`config.mk`:
```
export PLATFORM = sky130hd
export DESIGN_NAME = keypad_scan_4x4_flat
export DESIGN_NICKNAME = d
export VERILOG_FILES = /design/src/rtl/keypad_scan_4x4_if.sv /design/src/rtl/keypad_scan_4x4.sv /design/src/flat_wrapper.sv
export SDC_FILE = /design/constraint.sdc
export NUM_CORES = 1
export LEC_CHECK = 0
export CORE_MARGIN = 4
export CORE_UTILIZATION = 35
export CTS_CLUSTER_DIAMETER = 80
export DETAILED_ROUTE_END_ITERATION = 16
export HOLD_SLACK_MARGIN = 0.12
export SYNTH_ARGS = -nofsm -noshare
export SYNTH_HDL_FRONTEND = slang
export SYNTH_SLANG_ARGS = --single-unit
```
`constraint.sdc`:
```
create_clock -name CLK -period 5.4 [get_ports CLK]
set_input_delay 1.35 -clock CLK [delete_from_list [all_inputs] [get_ports CLK]]
set_output_delay 1.35 -clock CLK [all_outputs]
set_load 0.1 [all_outputs]
```
`src/rtl/keypad_scan_4x4_if.sv`:
```
// Keypad scanner pin/result bundle: matrix drive and sense plus debounced key report.
interface keypad_scan_4x4_if;
  logic [3:0] row;
  logic [3:0] col;
  logic [3:0] key_code;
  logic       key_valid;
  logic       key_down;

  // slave: the scanner itself; master: the keypad/consumer side
  modport slave  (input row, output col, output key_code, output key_valid, output key_down);
  modport master (output row, input col, input key_code, input key_valid, input key_down);
endinterface

```
`src/rtl/keypad_scan_4x4.sv`:
```
// 4x4 matrix keypad scanner: column drive, row synchroniser, whole-scan debounce,
// lowest-index key priority, one-cycle press strobe and held-down level.
module keypad_scan_4x4 #(
  parameter int SCAN_DIV       = 4096,
  parameter int DEBOUNCE_SCANS = 4
) (
  input  logic              CLK,
  input  logic              RST,
  keypad_scan_4x4_if.slave  kp
);
  localparam int DW = (SCAN_DIV > 2) ? $clog2(SCAN_DIV) : 1;

  localparam logic [1:0] IDLE     = 2'd0;
  localparam logic [1:0] PRESS_DB = 2'd1;
  localparam logic [1:0] DOWN     = 2'd2;

  logic [3:0]    row_s1, row_s2;
  logic [DW-1:0] dwell;
  logic [1:0]    col_idx;
  logic [15:0]   snap;
  logic          scan_done;
  logic [1:0]    state;
  logic [3:0]    key_k;
  logic [3:0]    cnt;
  logic [3:0]    cnt_inc;
  logic [3:0]    cand;
  logic          cand_vld;
  logic          sample;
  logic          db_hit;

  assign sample  = (dwell == DW'(SCAN_DIV - 1));
  assign cnt_inc = cnt + 4'd1;
  assign db_hit  = (cnt_inc == 4'(DEBOUNCE_SCANS));

  // Two-flop synchroniser for the asynchronous row inputs (idle rows read high)
  always_ff @(posedge CLK) begin
    if (RST) begin
      row_s1 <= 4'hF;
      row_s2 <= 4'hF;
    end else begin
      row_s1 <= kp.row;
      row_s2 <= row_s1;
    end
  end

  // Column dwell counter, column drive and row snapshot; scanning never pauses
  always_ff @(posedge CLK) begin
    if (RST) begin
      dwell     <= '0;
      col_idx   <= 2'd0;
      kp.col    <= 4'b1110;
      snap      <= 16'h0;
      scan_done <= 1'b0;
    end else begin
      scan_done <= sample && (col_idx == 2'd3);
      if (sample) begin
        dwell                 <= '0;
        col_idx               <= col_idx + 2'd1;
        kp.col                <= ~(4'b0001 << (col_idx + 2'd1));
        snap[4*col_idx +: 4]  <= ~row_s2;
      end else begin
        dwell <= dwell + 1'b1;
      end
    end
  end

  // Lowest set snapshot bit is the candidate key
  always_comb begin
    cand_vld = 1'b0;
    cand     = 4'd0;
    for (int i = 15; i >= 0; i--) begin
      if (snap[i]) begin
        cand_vld = 1'b1;
        cand     = 4'(i);
      end
    end
  end

  // Debounce FSM; only moves on the cycle after a full scan has been captured
  always_ff @(posedge CLK) begin
    if (RST) begin
      state        <= IDLE;
      key_k        <= 4'd0;
      cnt          <= 4'd0;
      kp.key_code  <= 4'd0;
      kp.key_valid <= 1'b0;
      kp.key_down  <= 1'b0;
    end else begin
      kp.key_valid <= 1'b0;
      if (scan_done) begin
        case (state)
          IDLE: begin
            if (cand_vld) begin
              key_k <= cand;
              if (DEBOUNCE_SCANS == 1) begin
                kp.key_code  <= cand;
                kp.key_valid <= 1'b1;
                kp.key_down  <= 1'b1;
                cnt          <= 4'd0;
                state        <= DOWN;
              end else begin
                cnt   <= 4'd1;
                state <= PRESS_DB;
              end
            end
          end
          PRESS_DB: begin
            if (cand_vld && cand == key_k) begin
              if (db_hit) begin
                kp.key_code  <= key_k;
                kp.key_valid <= 1'b1;
                kp.key_down  <= 1'b1;
                cnt          <= 4'd0;
                state        <= DOWN;
              end else begin
                cnt <= cnt_inc;
              end
            end else begin
              cnt   <= 4'd0;
              state <= IDLE;
            end
          end
          DOWN: begin
            // only the accepted key matters for release; others are ignored
            if (!snap[key_k]) begin
              if (db_hit) begin
                kp.key_down <= 1'b0;
                cnt         <= 4'd0;
                state       <= IDLE;
              end else begin
                cnt <= cnt_inc;
              end
            end else begin
              cnt <= 4'd0;
            end
          end
          default: begin
            cnt   <= 4'd0;
            state <= IDLE;
          end
        endcase
      end
    end
  end
endmodule

```
`src/flat_wrapper.sv`:
```
// flat-port wrapper written by rule: the top's interface ports become plain ports
module keypad_scan_4x4_flat 
#(
  parameter int SCAN_DIV       = 4096,
  parameter int DEBOUNCE_SCANS = 4
)
  (CLK, RST, kp_row, kp_col, kp_key_code, kp_key_valid, kp_key_down);
  keypad_scan_4x4_if kp_i ();
  input  logic CLK;
  input  logic RST;
  input wire logic [$bits(kp_i.row)-1:0] kp_row;
  output wire logic [$bits(kp_i.col)-1:0] kp_col;
  output wire logic [$bits(kp_i.key_code)-1:0] kp_key_code;
  output wire logic [$bits(kp_i.key_valid)-1:0] kp_key_valid;
  output wire logic [$bits(kp_i.key_down)-1:0] kp_key_down;
  assign kp_i.row = kp_row;
  assign kp_col = kp_i.col;
  assign kp_key_code = kp_i.key_code;
  assign kp_key_valid = kp_i.key_valid;
  assign kp_key_down = kp_i.key_down;
  keypad_scan_4x4 #(.SCAN_DIV(SCAN_DIV), .DEBOUNCE_SCANS(DEBOUNCE_SCANS)) u_core (.CLK(CLK), .RST(RST), .kp(kp_i));
endmodule
```
### Yosys cells after proc, flatten, opt, wreduce, memory -nomap -nowiden

Index checks and enable logic that the tools add are counted.

| word-level totals | value |
|---|---|
| register bits after elaboration | 59 |
| bits in latches | 0 |
| bits in writable memories | 0 |
| ROM bits | 0 |
| bits of input ports | 6 |
| output and inout port bits | 10 |
| logic and storage cells | 101 |
| memories | 0 |

| operators by class | value |
|---|---|
| add/sub/neg operators | 4 |
| multiply operators | 0 |
| div/mod/pow operators | 0 |
| $lt $le $gt $ge | 1 |
| equal/unequal tests | 12 |
| shifts and indexed selects | 3 |
| multiplexer cells | 52 |
| bitwise operators | 5 |
| reductions and logical operators | 11 |

Operators with widths:

| kind | number |
|---|---|
| two-way mux 4 bit | 20 |
| negation 4 -> 34 bit | 1 |
| variable shift 4 x 34 -> 16 bit, first input constant | 1 |
| indexed part select 4 x 34 -> 16 bit | 1 |
| two-way mux 1 bit | 22 |
| bitwise mux 16 bit | 1 |
| adder 12 x 1 -> 12 bit, second input constant | 1 |
| equality test 12 bit, second input constant | 1 |
| one-hot mux 4 bit (3 select lines) | 1 |
| two-way mux 2 bit | 5 |
| inequality test 2 x 1 -> 1 bit, second input constant | 4 |
| NOT 4 bit | 2 |
| one-hot mux 2 bit (3 select lines) | 1 |
| AND reduction 6 bit | 1 |
| < comparator 4 x 5 -> 1 bit, second input constant | 1 |
| AND reduction 5 bit | 1 |
| adder 4 x 1 -> 4 bit, second input constant | 1 |
| binary-select mux 1 bit (select 4 bit) | 1 |
| equality test 2 bit, second input constant | 2 |
| equality test 4 x 3 -> 1 bit, second input constant | 1 |
| equality test 4 bit | 1 |
| AND reduction 4 bit | 1 |
| OR reduction 4 bit | 1 |
| left shift 1 x 2 -> 4 bit, first input constant | 1 |
| 12 further kinds | 15 |

### Longest topological paths before layout

Gate-level depths: netlist of run 1.

| logic depth | value |
|---|---|
| word-level depth | 20 |
| depth in mapped cells | 9 |
| depth with buffers taken out | 8 |

### Least setup slack after synthesis of run 1

OpenSTA, ideal clock, no wires.

| path | value |
|---|---|
| path type | reg-to-output |
| start point | register u_core.kp.key_down |
| end point | output kp_key_down |
| data arrival time | 0.925 ns |
| required time | 4.050 ns |
| path slack | 3.125 ns |
| stages on the path, launching flop included | 1 |
| buffers on the path | 0 |
| path through | dfxtp_1 |

RTL lines:

| what | line | text |
|---|---|---|
| start: declaration | keypad_scan_4x4_if.sv:10 | `modport slave (input row, output col, output key_code, output key_valid, output key_down);` |
| start signal: assignment | keypad_scan_4x4.sv:87 | `kp.key_down <= 1'b0;` |
| start signal: assignment | keypad_scan_4x4.sv:98 | `kp.key_down <= 1'b1;` |
| start signal: assignment | keypad_scan_4x4.sv:112 | `kp.key_down <= 1'b1;` |
| end: declaration | flat_wrapper.sv:15 | `output wire logic [$bits(kp_i.key_down)-1:0] kp_key_down;` |

No word-level cell between the ends.

### Final worst setup path of run 1

| path | value |
|---|---|
| start point | register u_core.kp.col[3] |
| end point | output kp_col[3] |

RTL lines:

| what | line | text |
|---|---|---|
| start: declaration | keypad_scan_4x4_if.sv:10 |  |
| start signal: assignment | keypad_scan_4x4.sv:59 | `kp.col <= ~(4'b0001 << (col_idx + 2'd1));` |
| end: declaration | flat_wrapper.sv:12 | `output wire logic [$bits(kp_i.col)-1:0] kp_col;` |

No word-level cell between the ends.

==> results.sh, run 1 <==
export IMPL_cts_buffers=9
export IMPL_area_growth_pct=15.7
export IMPL_critPathMaxStageDelay_ns=1.14
export IMPL_dp_hpwl_um=3610
export IMPL_tightest_slew_ns=0.976
export IMPL_grt_max_degree=44
export IMPL_crit_buf_inv=1
export IMPL_nets=327
export IMPL_grt_usage=0.133
export IMPL_p_total_uw=866
export IMPL_dp_cells=402
export IMPL_grt_pass1_vias=2046
export IMPL_cp_top_family="buffers and inverters"
export IMPL_synth_distinct_cells=51
export IMPL_place_area_um2=2920
export IMPL_num_io_pins=16
export IMPL_cts_resized=0
export IMPL_yosysWarnings=0
export IMPL_cts_htree_levels=3
export IMPL_final_cell_mix="dfxtp_1 (59), nor2_1 (46), a21oi_1 (24)"
export IMPL_setup_violations=0
export IMPL_die_y_um=95.9
export IMPL_dr_pass1_iters=4
export IMPL_mostFrequentLayoutCell="dfxtp_1"
export IMPL_required_ns=4.05
export IMPL_vdd_drop_max_uv=182
export IMPL_setup_ws_ns=2.21
export IMPL_clockBufferDepth=2
export IMPL_ctsHoldBuffers=0
export IMPL_initial_core_util=0.367
export IMPL_detail_route_wirelength_um=5200
export IMPL_fp_dieW_um=95.9
export IMPL_clkTransAtPathRegs_ns=0.07
export IMPL_synth_edf_count=0
export IMPL_grt_overflow=0
export IMPL_layout_drive_gt1_share=0.116
export IMPL_power_density_nw_per_um2=277
export IMPL_cts_root_buf="clkbuf_8"
export IMPL_finalHoldViolations=0
export IMPL_met1_usage=0.165
export IMPL_r2r_start="u_core.key_k[0]"
export IMPL_post_cts_buffers=0
export IMPL_wl_per_cell_um=12.4
export IMPL_syn_area_per_cell_um2=9.00
export IMPL_antenna_found_initial=0
export IMPL_drc_errors=0
export IMPL_placement_io_buffers=15
export IMPL_fill_cells=762
export IMPL_diodes=0
export IMPL_ant_nets=0
export IMPL_timing_fmax_mhz=313
export IMPL_synth_nets=313
export IMPL_end_kind="output port"
export IMPL_fin_skew_ns=0.00931
export IMPL_routed_via_count=2094
export IMPL_row_count=31
export IMPL_yosys_most_used_dff="dfxtp_1"
export IMPL_netlist_instances=300
export IMPL_synthTopCellsByArea="dfxtp_1 (44%), nor2_1 (6.4%), a21oi_1 (4.4%)"
export IMPL_dieArea_um2=9190
export IMPL_setup_worst_path_class="reg2out"
export IMPL_synthArstFlopShare=0
export IMPL_synth_top_area_share=0.437
export IMPL_drv_cap=0
export IMPL_cp_start_kind="flop"
export IMPL_startpoint="u_core.kp.col[3]"
export IMPL_crit_fanout=2
export IMPL_report_final_slew_viol_count=0
export IMPL_instances_no_fill=418
export IMPL_grt_pass1_wl_um=9460
export IMPL_hp_start="u_core.row_s1[2]"
export IMPL_slew_headroom=0.347
export IMPL_insertion_delay_ns=0.35
export IMPL_grt_busiest_layer="met2"
export IMPL_path_cells="clkdlybuf4s50_1"
export IMPL_status="finished, final reports clean"
export IMPL_crit_arrival_ns=1.84
export IMPL_fin_area_um2=3120
export IMPL_hold_class="reg2reg"
export IMPL_cts_tree="built"
export IMPL_synth_largest_area_cell="dfxtp_1"
export IMPL_slowest_stage="clkdlybuf4s50_1"
export IMPL_gp_congestion=0.835
export IMPL_core_um2=7370
export IMPL_vias_per_cell=5.01
export IMPL_post_place_ws_ns=2.41
export IMPL_p_leak_uw=0.00110
export IMPL_r2r_slack_ns=3.14
export IMPL_setup_tns_ns=0
export IMPL_grtUsageMet2=0.210
export IMPL_cts_num_sinks=59
export IMPL_rsz0062_at_grt="false"
export IMPL_drtIter0Drc=122
export IMPL_ys_ff_latch=59
export IMPL_netlist_area_um2=2700
export IMPL_period_share=0.591
export IMPL_gr_usage_met3=0.0438
export IMPL_finalCriticalPeriod_ns=3.19
export IMPL_ys_seq_area_frac=0.437
-- cell type report --
type	count	area (um^2)	area share
Inverter	8	30.0	0.00961
Timing Repair Buffer	16	158	0.0505
Multi-Input combinational cell	220	1430	0.457
Sequential cell	59	1180	0.378
Clock buffer	11	141	0.0453
Clock inverter	5	61.3	0.0196
Tap cell	99	124	0.0396
-- logic make-up (layout without fill, tap and decap cells) --
| family | after synthesis | after routing | synth area share |
|---|---|---|---|
| xor gates and xnor gates | 13 | 13 | 0.0421 |
| AOI/OAI and AO/OA | 51 | 51 | 0.127 |
| adders and majority gates | 7 | 7 | 0.0324 |
| muxes | 12 | 12 | 0.0648 |
| buffers and inverters | 21 | 40 | 0.0338 |
| DFF | 59 | 59 | 0.437 |
| and+or+nand+nor | 137 | 137 | 0.263 |
-- power by group --
group          switching (uW)  total (uW)  internal (uW)  leakage, uW
clock network             179         406            227    0.0000922
logic                    9.60        16.9           7.26     0.000535
registers                3.23         443            440     0.000478
total                     192         866            674      0.00110
-- registers in the layout, indices dropped and copies added, names as in the netlist --
register	cells
u_core.dwell	12
u_core.state	2
u_core.row_s1	4
u_core.kp.col	4
u_core.cnt	4
u_core.key_k	4
u_core.kp.key_code	4
u_core.scan_done	1
u_core.kp.key_valid	1
u_core.col_idx	2
u_core.snap	16
u_core.row_s2	4
u_core.kp.key_down	1
-- synth_stat cells (2+ instances only) --
library cell,n
nor4_1,6
dfxtp_1,59
nor2_1,46
nor2b_1,3
nor3_1,20
o21ai_0,7
clkbuf_1,8
nor3b_1,3
inv_1,7
a32oi_1,2
ha_1,7
and3_1,6
nand3_1,7
mux2i_1,7
xnor2_1,5
a21oi_1,24
xor2_1,8
and4_1,2
nand2_1,22
o211ai_1,2
o31ai_1,2
buf_2,4
or2_2,9
nand2b_1,2
mux4_2,3
a41oi_1,2
or3_1,3
-- per-layer routing --
metal | up-vias | share of wire
met1 | 963 | 0.50
met5 | - | 0
met3 | 7 | 0.045
met4 | 0 | 0.016
li1 | 1086 | -
met2 | 38 | 0.44
-- metrics by stage --
stage / hold slack, ns / utilization
floorplan: 0.389 / -
global placement: 0.392 / 0.396
detailed placement: 0.396 / 0.396
CTS: 0.414 / 0.424
global route: 0.434 / 0.424
finish: 0.411 / 0.424
-- final timing paths --
kind / endpoint / cells after the start
max: kp_col[3] / 1
min: u_core.row_s2[2] / 1
max reg2reg: u_core.cnt[3] / 7
min reg2reg: u_core.row_s2[2] / 1
(Power assumes the default switching activity.)
==> run 2, diff against run 1 <==
==> constraint.sdc (replaced) <==
create_clock -name CLK -period 3.06 [get_ports CLK]
set_input_delay 0.765 -clock CLK [delete_from_list [all_inputs] [get_ports CLK]]
set_output_delay 0.765 -clock CLK [all_outputs]
set_load 0.1 [all_outputs]
==> results.sh, run 2 (synthesized netlist as in run 1, its figures left out) <==
export IMPL_status="finished, final reports clean"
export IMPL_dp_cells=403
export IMPL_r2r_start="u_core.key_k[0]"
export IMPL_report_final_slew_viol_count=0
export IMPL_r2r_slack_ns=0.81
export IMPL_diodes=0
export IMPL_slew_headroom=0.653
export IMPL_wl_per_cell_um=12.6
export IMPL_setup_violations=0
export IMPL_core_um2=7370
export IMPL_period_share=0.737
export IMPL_final_cell_mix="dfxtp_1 (59), nor2_1 (46), a21oi_1 (24)"
export IMPL_setup_tns_ns=0
export IMPL_clockBufferDepth=2
export IMPL_grt_pass1_vias=2028
export IMPL_setup_ws_ns=0.805
export IMPL_instances_no_fill=419
export IMPL_antenna_found_initial=0
export IMPL_p_int_uw=1090
export IMPL_timing_rr_end="u_core.cnt[3]"
export IMPL_largest_registers="u_core.snap x16, u_core.dwell x12"
export IMPL_die_y_um=95.9
export IMPL_p_leak_uw=0.00112
export IMPL_pwr_share_clk=0.447
export IMPL_grt_pass1_wl_um=9240
export IMPL_layout_drive_gt1_share=0.153
export IMPL_cts_htree_levels=3
export IMPL_post_cts_buffers=0
export IMPL_ctsHoldBuffers=0
export IMPL_initial_core_util=0.367
export IMPL_power_density_nw_per_um2=476
export IMPL_largest_register="u_core.snap"
export IMPL_dr_pass1_iters=4
export IMPL_gp_congestion=0.786
export IMPL_cts_num_sinks=59
export IMPL_finalHoldViolations=0
export IMPL_vdd_drop_max_uv=268
export IMPL_clkTransAtPathRegs_ns=0.07
export IMPL_detail_route_wirelength_um=5280
export IMPL_cts_resized=0
export IMPL_num_io_pins=16
export IMPL_grt_usage=0.131
export IMPL_final_core_util=0.419
export IMPL_switching_share=0.256
export IMPL_cp_start_kind="flop"
export IMPL_multi_input_area_um2=1430
export IMPL_crit_fanout=9
export IMPL_required_ns=3.33
export IMPL_placement_io_buffers=15
export IMPL_p_comb_frac=0.021
export IMPL_rsz0062_at_grt="false"
export IMPL_cts_tree="built"
export IMPL_largest_register_ffs=16
export IMPL_end_kind="flop"
export IMPL_rr_worst_depth=7
export IMPL_seq_area_um2=1180
export IMPL_cts_root_buf="clkbuf_8"
export IMPL_routed_via_count=2113
export IMPL_grt_max_degree=26
export IMPL_p_seq_frac=0.532
export IMPL_timing_fmax_mhz=444
export IMPL_cts_buffers=9
export IMPL_mostFrequentLayoutCell="dfxtp_1"
export IMPL_dp_hpwl_um=3680
export IMPL_row_count=31
export IMPL_fill_cells=741
export IMPL_nets=328
export IMPL_dieArea_um2=9190
export IMPL_ant_nets=0
export IMPL_p_switching_uw=376
export IMPL_hold_class="reg2reg"
export IMPL_insertion_delay_ns=0.35
export IMPL_hold_ws_ns=0.410
export IMPL_fp_dieW_um=95.9
export IMPL_grt_overflow=0
export IMPL_startpoint="u_core.key_k[0]"
export IMPL_drtIter0Drc=94
export IMPL_drc_errors=0
export IMPL_drv_cap=0
export IMPL_area_growth_pct=14.3
export IMPL_crit_arrival_ns=2.52
export IMPL_setup_worst_path_class="reg2reg"
export IMPL_vias_per_cell=5.04
export IMPL_crit_end="u_core.cnt[3]"
export IMPL_finalCriticalPeriod_ns=2.25
export IMPL_tightest_slew_ns=0.520
export IMPL_post_place_ws_ns=0.803
export IMPL_fin_skew_ns=0.0103
[run 2: power by group through the flow]
stage                     logic [uW]  registers, uW  clock network [uW]
after CTS                       31.9            781                 683
final                           31.2            781                 656
after detailed placement        31.9            799                   0
after global routing            35.0            782                 712
after global placement          31.4            799                   0
after floorplan                 20.1            797                   0
[run 2: layout make-up]
cell class | count | share of cell area
tap | 99 | 0.0401
timing repair buffer | 17 | 0.0454
clock inverter | 7 | 0.0191
inverter | 8 | 0.00973
multi-input combinational | 220 | 0.463
clock buffer | 9 | 0.0401
sequential | 59 | 0.383
[run 2: how the worst min path moves through the flow]
stage | startpoint | end | slack [ns] | cells past startpoint
after floorplan | u_core.row_s1[0] | u_core.row_s2[0] | 0.39 | 1
after global placement | u_core.row_s1[2] | u_core.row_s2[2] | 0.39 | 1
after detailed placement | u_core.row_s1[2] | u_core.row_s2[2] | 0.39 | 1
after CTS | u_core.row_s1[2] | u_core.row_s2[2] | 0.41 | 1
after global routing | u_core.row_s1[2] | u_core.row_s2[2] | 0.42 | 1
final | u_core.row_s1[2] | u_core.row_s2[2] | 0.41 | 1
[run 2: metrics by stage]
step / power, uW / area [um^2]
2_1_floorplan: 817 / 2700
3_3_place_gp: 831 / 2900
3_5_place_dp: 831 / 2900
4_1_cts: 1500 / 3090
5_1_grt: 1530 / 3090
6_report: 1470 / 3090
[run 2: worst max-delay path, stage by stage, from the launching register on]
cell and delay (ns):
dfxtp_1 0.62, mux4_1 0.61, mux2i_1 0.14, mux2_2 0.19
and3_1 0.17, inv_2 0.05, and3_4 0.18, nor4_2 0.23
[run 2: routing by layer]
metal  up-vias  wire length (um)  track usage
li1       1088                 -            -
met1       961              2610        0.161
met2        50              2290        0.207
met3        14               276       0.0446
met4         0               100       0.0569
met5         -                 0            0
==> run 3, diff against run 2 <==
==> constraint.sdc (replaced) <==
create_clock -name CLK -period 1.9 [get_ports CLK]
set_input_delay 0.475 -clock CLK [delete_from_list [all_inputs] [get_ports CLK]]
set_output_delay 0.475 -clock CLK [all_outputs]
set_load 0.1 [all_outputs]
==> results.sh, run 3 (synthesized netlist as in run 1, its figures left out) <==
export IMPL_hold_class="reg2reg"
export IMPL_wl_per_cell_um=13.2
export IMPL_cts_root_buf="clkbuf_8"
export IMPL_row_count=31
export IMPL_finalCriticalPeriod_ns=1.99
export IMPL_clockBufferDepth=2
export IMPL_insertion_delay_ns=0.33
export IMPL_end_kind="flop"
export IMPL_gp_congestion=0.841
export IMPL_cts_tree="built"
export IMPL_vias_per_cell=4.89
export IMPL_cp_start_kind="flop"
export IMPL_initial_core_util=0.367
export IMPL_placement_io_buffers=15
export IMPL_vdd_drop_max_uv=450
export IMPL_fin_skew_ns=0.0105
export IMPL_crit_fanout=5
export IMPL_area_growth_pct=40.1
export IMPL_drc_errors=0
export IMPL_grt_pass1_vias=2189
export IMPL_whs_path_depth=1
export IMPL_rsz0062_at_grt="true"
export IMPL_status="finished with violations"
export IMPL_critPathMaxStageDelay_ns=0.40
export IMPL_cts_htree_levels=3
export IMPL_path_cells="nor4_4 > a41oi_2 > a2111oi_4 > nand4_4 > o211a_1 > a211oi_2"
export IMPL_die_y_um=95.9
export IMPL_antenna_found_initial=0
export IMPL_power_density_nw_per_um2=647
export IMPL_crit_arrival_ns=2.24
export IMPL_report_final_slew_viol_count=0
export IMPL_timing_fmax_mhz=503
export IMPL_p_leak_uw=0.00146
export IMPL_detail_route_wirelength_um=6140
export IMPL_clkTransAtPathRegs_ns=0.07
export IMPL_largest_register="u_core.snap"
export IMPL_finalHoldViolations=0
export IMPL_grt_overflow=0
export IMPL_period_share=1.05
export IMPL_dieArea_um2=9190
export IMPL_violations="negative setup slack"
export IMPL_tightest_slew_ns=0.343
export IMPL_setup_violations=8
export IMPL_fp_dieW_um=95.9
export IMPL_dp_hpwl_um=4300
export IMPL_dr_pass1_iters=4
export IMPL_ant_nets=0
export IMPL_grt_pass1_wl_um=10200
export IMPL_core_um2=7370
export IMPL_cp_top_family="compound AO/OA/AOI/OAI gates"
export IMPL_worst_path_stages=6
export IMPL_fin_area_um2=3780
export IMPL_layout_drive_gt1_share=0.379
export IMPL_grt_usage=0.142
export IMPL_diodes=0
export IMPL_slowest_stage="a2111oi_4"
export IMPL_setup_ws_ns=-0.0876
export IMPL_routed_via_count=2278
export IMPL_nets=375
export IMPL_place_area_um2=3360
export IMPL_drtIter0Drc=102
export IMPL_slew_headroom=0.770
export IMPL_required_ns=2.15
export IMPL_grt_max_degree=24
export IMPL_crit_buf_inv=0
export IMPL_drv_cap=0
export IMPL_post_place_ws_ns=-0.184
export IMPL_setup_worst_path_class="reg2reg"
export IMPL_largest_register_ffs=16
export IMPL_mostFrequentLayoutCell="nor2_1"
export IMPL_cts_buffers=9
export IMPL_rr_worst_depth=6
export IMPL_largest_registers="u_core.snap x16, u_core.dwell x12"
export IMPL_cts_num_sinks=59
export IMPL_num_io_pins=16
export IMPL_final_cell_mix="nor2_1 (46), buf_4 (44), dfxtp_1 (43)"
## run 3: changes by cell type in the layout (fill, tap and decap cells not counted), sizes merged
cell,before,now
buf,12,59
bufinv,0,1
clkbuf,9,12
clkinv,2,1
inv,11,8
## run 3: worst reg2reg max path, cell delays in order, from the launching register on
cell and delay, ns:
dfxtp_2 0.36, nor4_4 0.32, a41oi_2 0.19, a2111oi_4 0.40, nand4_4 0.21, o211a_1 0.27, a211oi_2 0.16
## run 3: stage by stage
| step | cells | power (uW) | util | TNS [ns] | hold WS, ns |
|---|---|---|---|---|---|
| global route | 466 | 2530 | 0.514 | -1.63 | 0.422 |
| finish | 466 | 2450 | 0.514 | -0.379 | 0.407 |
| detailed placement | 445 | 1350 | 0.456 | -1.34 | 0.395 |
| CTS | 463 | 2490 | 0.496 | -1.01 | 0.410 |
| global placement | 445 | 1350 | 0.456 | -1.00 | 0.392 |
| floorplan | 300 | 1320 | - | 0 | 0.389 |
## run 3: final timing paths
| path | startpoint | slack (ns) | endpoint |
|---|---|---|---|
| setup / recovery | u_core.snap[0] | -0.09 | u_core.state[0] |
| hold / removal | u_core.row_s1[1] | 0.41 | u_core.row_s2[1] |
| setup reg to reg | u_core.snap[0] | -0.09 | u_core.state[0] |
| hold reg to reg | u_core.row_s1[1] | 0.41 | u_core.row_s2[1] |
## run 3: final cells by class
type | count | area, um^2
repair buffers | 64 | 646
clock buffers | 12 | 145
flip-flops and latches | 59 | 1210
multi-input cells | 220 | 1580
clock inverters | 4 | 50.0
well taps | 99 | 124
fillers | 689 | 3580
inverters | 8 | 30.0
## run 3: timing repair
action	4_1_cts	5_1_grt
buffers inserted	2	3
gates resized for setup	22	34
pin swaps	14	8
hold buffers	0	0
endpoints found under the setup margin	33	24
## run 3: where the power goes
| group | internal (uW) | switching, uW |
|---|---|---|
| clock | 640 | 493 |
| sequential | 1240 | 9.36 |
| combinational | 30.1 | 32.4 |
## run 3: routing by layer
metal / track usage / vias to the layer above / routed length, um
met5: 0 / - / 0
met4: 0.0391 / 0 / 70
met3: 0.0508 / 8 / 245
met2: 0.228 / 35 / 2830
met1: 0.181 / 1056 / 3000
li1: - / 1179 / -
==> patch 1, RTL diff (config.mk and constraints of run 3) <==
`SCAN_DIV` is set to 4096 in 2 places; all go to 1024.
--- a/src/rtl/keypad_scan_4x4.sv
+++ b/src/rtl/keypad_scan_4x4.sv
@@ -1,7 +1,7 @@
 // 4x4 matrix keypad scanner: column drive, row synchroniser, whole-scan debounce,
 // lowest-index key priority, one-cycle press strobe and held-down level.
 module keypad_scan_4x4 #(
-  parameter int SCAN_DIV       = 4096,
+  parameter int SCAN_DIV       = 1024,
   parameter int DEBOUNCE_SCANS = 4
 ) (
   input  logic              CLK,
--- a/src/flat_wrapper.sv
+++ b/src/flat_wrapper.sv
@@ -1,7 +1,7 @@
 // flat-port wrapper written by rule: the top's interface ports become plain ports
 module keypad_scan_4x4_flat 
 #(
-  parameter int SCAN_DIV       = 4096,
+  parameter int SCAN_DIV       = 1024,
   parameter int DEBOUNCE_SCANS = 4
 )
   (CLK, RST, kp_row, kp_col, kp_key_code, kp_key_valid, kp_key_down);
Function: same outputs for any inputs over 10 cycles, from zero or initial values and one cycle with RST high; that may be too few to reach the edited logic, so the function may still have changed.
==> patch 1 against run 3 <==
The flow still finishes with violations (negative setup slack); sequential cell count down 2; design area rose by 3.6%; area after synthesis shrank 2.5%; setup slack got worse by 550 ps; fmax decreased by 22%; routed wire length rose by 4.1%; power is 1.1% lower.
==> patch 1: results (changes against run 3) <==
status=finished, violations left; violated checks=negative setup slack; slack of the critical path=-634 ps (-547 ps); largest registers=u_core.snap: 16 flops, u_core.dwell: 10 flops; skew final=10.7 ps (+0.251 ps); WHS Path Cells=1 (unchanged); vias in the first global route=2421 (+11%); first-pass GRT wire length=11000 um (+8.4%); routed wl met2=3140 um (+11%); final WL=6400 um (+4.1%); DR pass1 iterations=4 (unchanged); leakage power=0.00161 uW (+10%); setup violators final=13 (+5); Worst EP arrival=2770 ps (+530 ps); CP peak stage delay=550 ps (+150 ps); Final #Nets=389 (+3.7%); count of cell types in the netlist=46 (-9.8%); Slew @ Worst Pin=365 ps (+21.6 ps); uppermost layer routed=met4; synth top area cells=dfxtp_1 (43%), a21oi_1 (4.8%), or3_1 (4.5%); Total Routing Usage GR=15.7% (+1.4 points); initial antenna violation count=0 (unchanged); hold crit path type=reg -> reg; hpwl dp=4400 um (+2.4%); R2R cell count=7 (+1); layout cells sized above 1=40.4% (+2.5 points); register area share after synthesis=43.3% (-0.38 points); cell family with most CP delay=simple AND/OR/NAND/NOR gates; Root Buffer=clkbuf_8; Worst VDD drop=467 uV (+3.7%); via-per-instance ratio=4.99 (+2.1%); Placer Congestion=0.807 (-4.0%); WL met1=2920 um (-2.6%); Clk pin slew, worst setup/hold paths=70 ps (about the same); routed length on met3=192 um (-22%); Slew Limit Fails=0 (unchanged); Ys Warns=0 (unchanged); top post-synthesis cells by count=dfxtp_1 (57), nand2_1 (31), nor2_1 (30); critical path peak fanout=5 (unchanged); Post-Syn Nets=309 (-1.3%); antenna cells=0 (unchanged); Slowest-stage cell, CP=or4_4; largest net degree at the start of global routing=29 (+21%); async set-reset flop share out of synthesis=0% (unchanged); CTS buffer count=9 (unchanged); CTS H-tree depth=3 (unchanged); Switching Share=23.8% (+1.9 points); initial DRC count=89 (-13%)
-- patch 1: cell count changes after synthesis, sizes merged, moves of 3 or more --
cell   before  now
xor2        8    3
nor4        8    5
or3         3   20
nand2      22   31
nor3       20    8
nor2       47   30
or4         1    7
-- patch 1: final cells by class --
cell class                      count  area (sq um)
Fill cell                         680          3370
Sequential cell                    57          1150
Clock inverter                      7          71.3
Tap cell                           99           124
Multi-Input combinational cell    218          1650
Clock buffer                        9           124
Inverter                            8          30.0
Timing Repair Buffer               82           773
-- patch 1: kinds of logic (layout without fill, tap and decap cells) --
| family | after synthesis | after routing | share of synthesized area [%] |
|---|---|---|---|
| compound gates | 53 | 53 | 13.1 |
| flops | 57 | 57 | 43.3 |
| mux | 13 | 13 | 7.03 |
| xor+xnor | 10 | 10 | 3.33 |
| fa+ha+maj | 7 | 7 | 3.33 |
| simple gates | 135 | 135 | 26.4 |
| buf+inv | 21 | 106 | 3.42 |
-- patch 1: layer usage --
layer / GRT usage [%] / vias to the layer above
met5: 0 / -
met3: 3.51 / 13
met2: 25.8 / 39
li1: - / 1218
met1: 18.9 / 1125
met4: 8.29 / 0
-- patch 1: power groups by stage --
| stage | Sequential (uW) | Clock [uW] | Combinational [uW] |
|---|---|---|---|
| 6_report | 1220 | 1130 | 68.8 |
| 5_1_grt | 1220 | 1210 | 77.9 |
| 4_1_cts | 1220 | 1160 | 68.1 |
| 3_3_place_gp | 1240 | 0 | 64.8 |
| 3_5_place_dp | 1240 | 0 | 66.1 |
| 2_1_floorplan | 1240 | 0 | 31.0 |
-- patch 1: path summary, 6_finish.rpt --
path	from	endpoint	slack, ps
worst max-delay path	u_core.snap[6]	u_core.kp.key_code[0]	-630
worst min-delay path	u_core.row_s1[1]	u_core.row_s2[1]	410
worst min register to register	u_core.row_s1[1]	u_core.row_s2[1]	410
worst max register to register	u_core.snap[6]	u_core.kp.key_code[0]	-630
-- patch 1: through the flow --
stage          cell area [sq um]  setup TNS [ps]  instances  setup slack (ps)  hold slack (ps)
6_report                    3920           -6760        480              -634              409
5_1_grt                     3920           -8520        480              -731              420
4_1_cts                     3810           -6910        477              -651              411
3_5_place_dp                3440           -7200        454              -655              393
3_3_place_gp                3440           -7080        454              -644              391
2_1_floorplan               2710           -6050        296              -658              389
-- patch 1: timing repair --
action / CTS / global route
buffers inserted: 7 / 3
hold buffers: 0 / 0
resized for setup: 22 / 22
setup endpoints to repair: 21 / 33
pin swaps: 9 / 14
endpoints found under the hold margin: 0 / 0
==> patch 2, RTL diff (flow settings as in run 3) <==
Without the edit above. Reset style: asynchronous (`RST`), changed in 3 clocked blocks.
--- a/src/rtl/keypad_scan_4x4.sv
+++ b/src/rtl/keypad_scan_4x4.sv
@@ -33,7 +33,7 @@
   assign db_hit  = (cnt_inc == 4'(DEBOUNCE_SCANS));
 
   // Two-flop synchroniser for the asynchronous row inputs (idle rows read high)
-  always_ff @(posedge CLK) begin
+  always_ff @(posedge CLK or posedge RST) begin
     if (RST) begin
       row_s1 <= 4'hF;
       row_s2 <= 4'hF;
@@ -44,7 +44,7 @@
   end
 
   // Column dwell counter, column drive and row snapshot; scanning never pauses
-  always_ff @(posedge CLK) begin
+  always_ff @(posedge CLK or posedge RST) begin
     if (RST) begin
       dwell     <= '0;
       col_idx   <= 2'd0;
@@ -77,7 +77,7 @@
   end
 
   // Debounce FSM; only moves on the cycle after a full scan has been captured
-  always_ff @(posedge CLK) begin
+  always_ff @(posedge CLK or posedge RST) begin
     if (RST) begin
       state        <= IDLE;
       key_k        <= 4'd0;
Behaviour: same outputs for any inputs over 10 cycles, from zero or initial values and one cycle with RST high; that may be too few to reach the edited logic, so the function may still have changed.
==> patch 2 against run 3 <==
The flow still finishes with violations (negative setup slack); power fell by 3.1%; via count fell by 4.3%; design area rose by 3.5%; sequential cell count did not move; routed wire length rose by 2.6%; setup slack got worse by 210 ps; fmax fell by 9.4%; clock power fell by 6%; hold slack got worse by 50 ps; critical path depth did not move; area after synthesis rose by 8.7%; critical path type unchanged; critical endpoint is now u_core.kp.key_code[0]; largest cell class is now sequential cells; largest power group unchanged.
==> patch 2: results (changes against run 3) <==
RR Startpoint=u_core.snap[12]; critical path peak fanout=6 (+1); skew final=10.2 ps (-0.280 ps); vias in the first global route=2280 (+4.2%); worst r2r dst=u_core.kp.key_code[0]; routed length on met3=159 um (-35%); Worst VDD drop=389 uV (-14%); CP peak stage delay=420 ps (+20 ps); slack of the critical path=-294 ps (-206 ps); synth top area cells=dfrtp_1 (41%), dfstp_2 (9.8%), nand2_1 (5.4%); initial DRC count=73 (-28%); Register Area=1490 sq um (+23%); fillers=758 (+10%); M1 GR Usage=16.7% (-1.5 points); layout cells sized above 1=35.8% (-2.1 points); Slowest-stage cell, CP=dfrtp_1; setup TNS=-2950 ps (-2570 ps); bufs w/o clock=60 (-6.3%); largest net degree at the start of global routing=60 (+150%); Non-clk invs=12 (+4); hold path startpoint=u_core.row_s1[2]; top post-synthesis cells by count=dfrtp_1 (48), nand2_1 (42), nor2_1 (19); setup violators final=16 (+8); wire length per cell=14.2 um (+7.9%); violated checks=negative setup slack; Placer Congestion=0.798 (-5.1%); Multi-In Gates=191 (-13%); hpwl dp=4500 um (+4.6%); met2 usage in global routing=23.3% (+0.54 points); cell family with most CP delay=simple AND/OR/NAND/NOR gates; Post-CTS Resized=10 (-55%); status=finished, violations left; register area share after synthesis=50.7% (+7.0 points)
-- patch 2: changes by cell type in the layout (fill, tap and decap cells not counted), sizes merged, moves of 8 or more --
| cell | change |
|---|---|
| dfxtp | -59 |
| dfrtp | +48 |
| nor2 | -28 |
| nand2 | +20 |
| a21oi | -19 |
| nor3 | -17 |
| o31ai | +15 |
| dfstp | +11 |
| or2 | -8 |
-- patch 2: stage by stage --
| stage | util, % | hold slack, ps | instance area [sq um] | total power, uW | cells |
|---|---|---|---|---|---|
| floorplan | - | 345 | 2960 | 1320 | 268 |
| global placement | 44.1 | 346 | 3600 | 1340 | 422 |
| detailed placement | 44.1 | 347 | 3600 | 1340 | 422 |
| CTS | 47.1 | 358 | 3850 | 2410 | 440 |
| global route | 47.9 | 364 | 3920 | 2490 | 443 |
| finish | 47.9 | 357 | 3920 | 2370 | 443 |
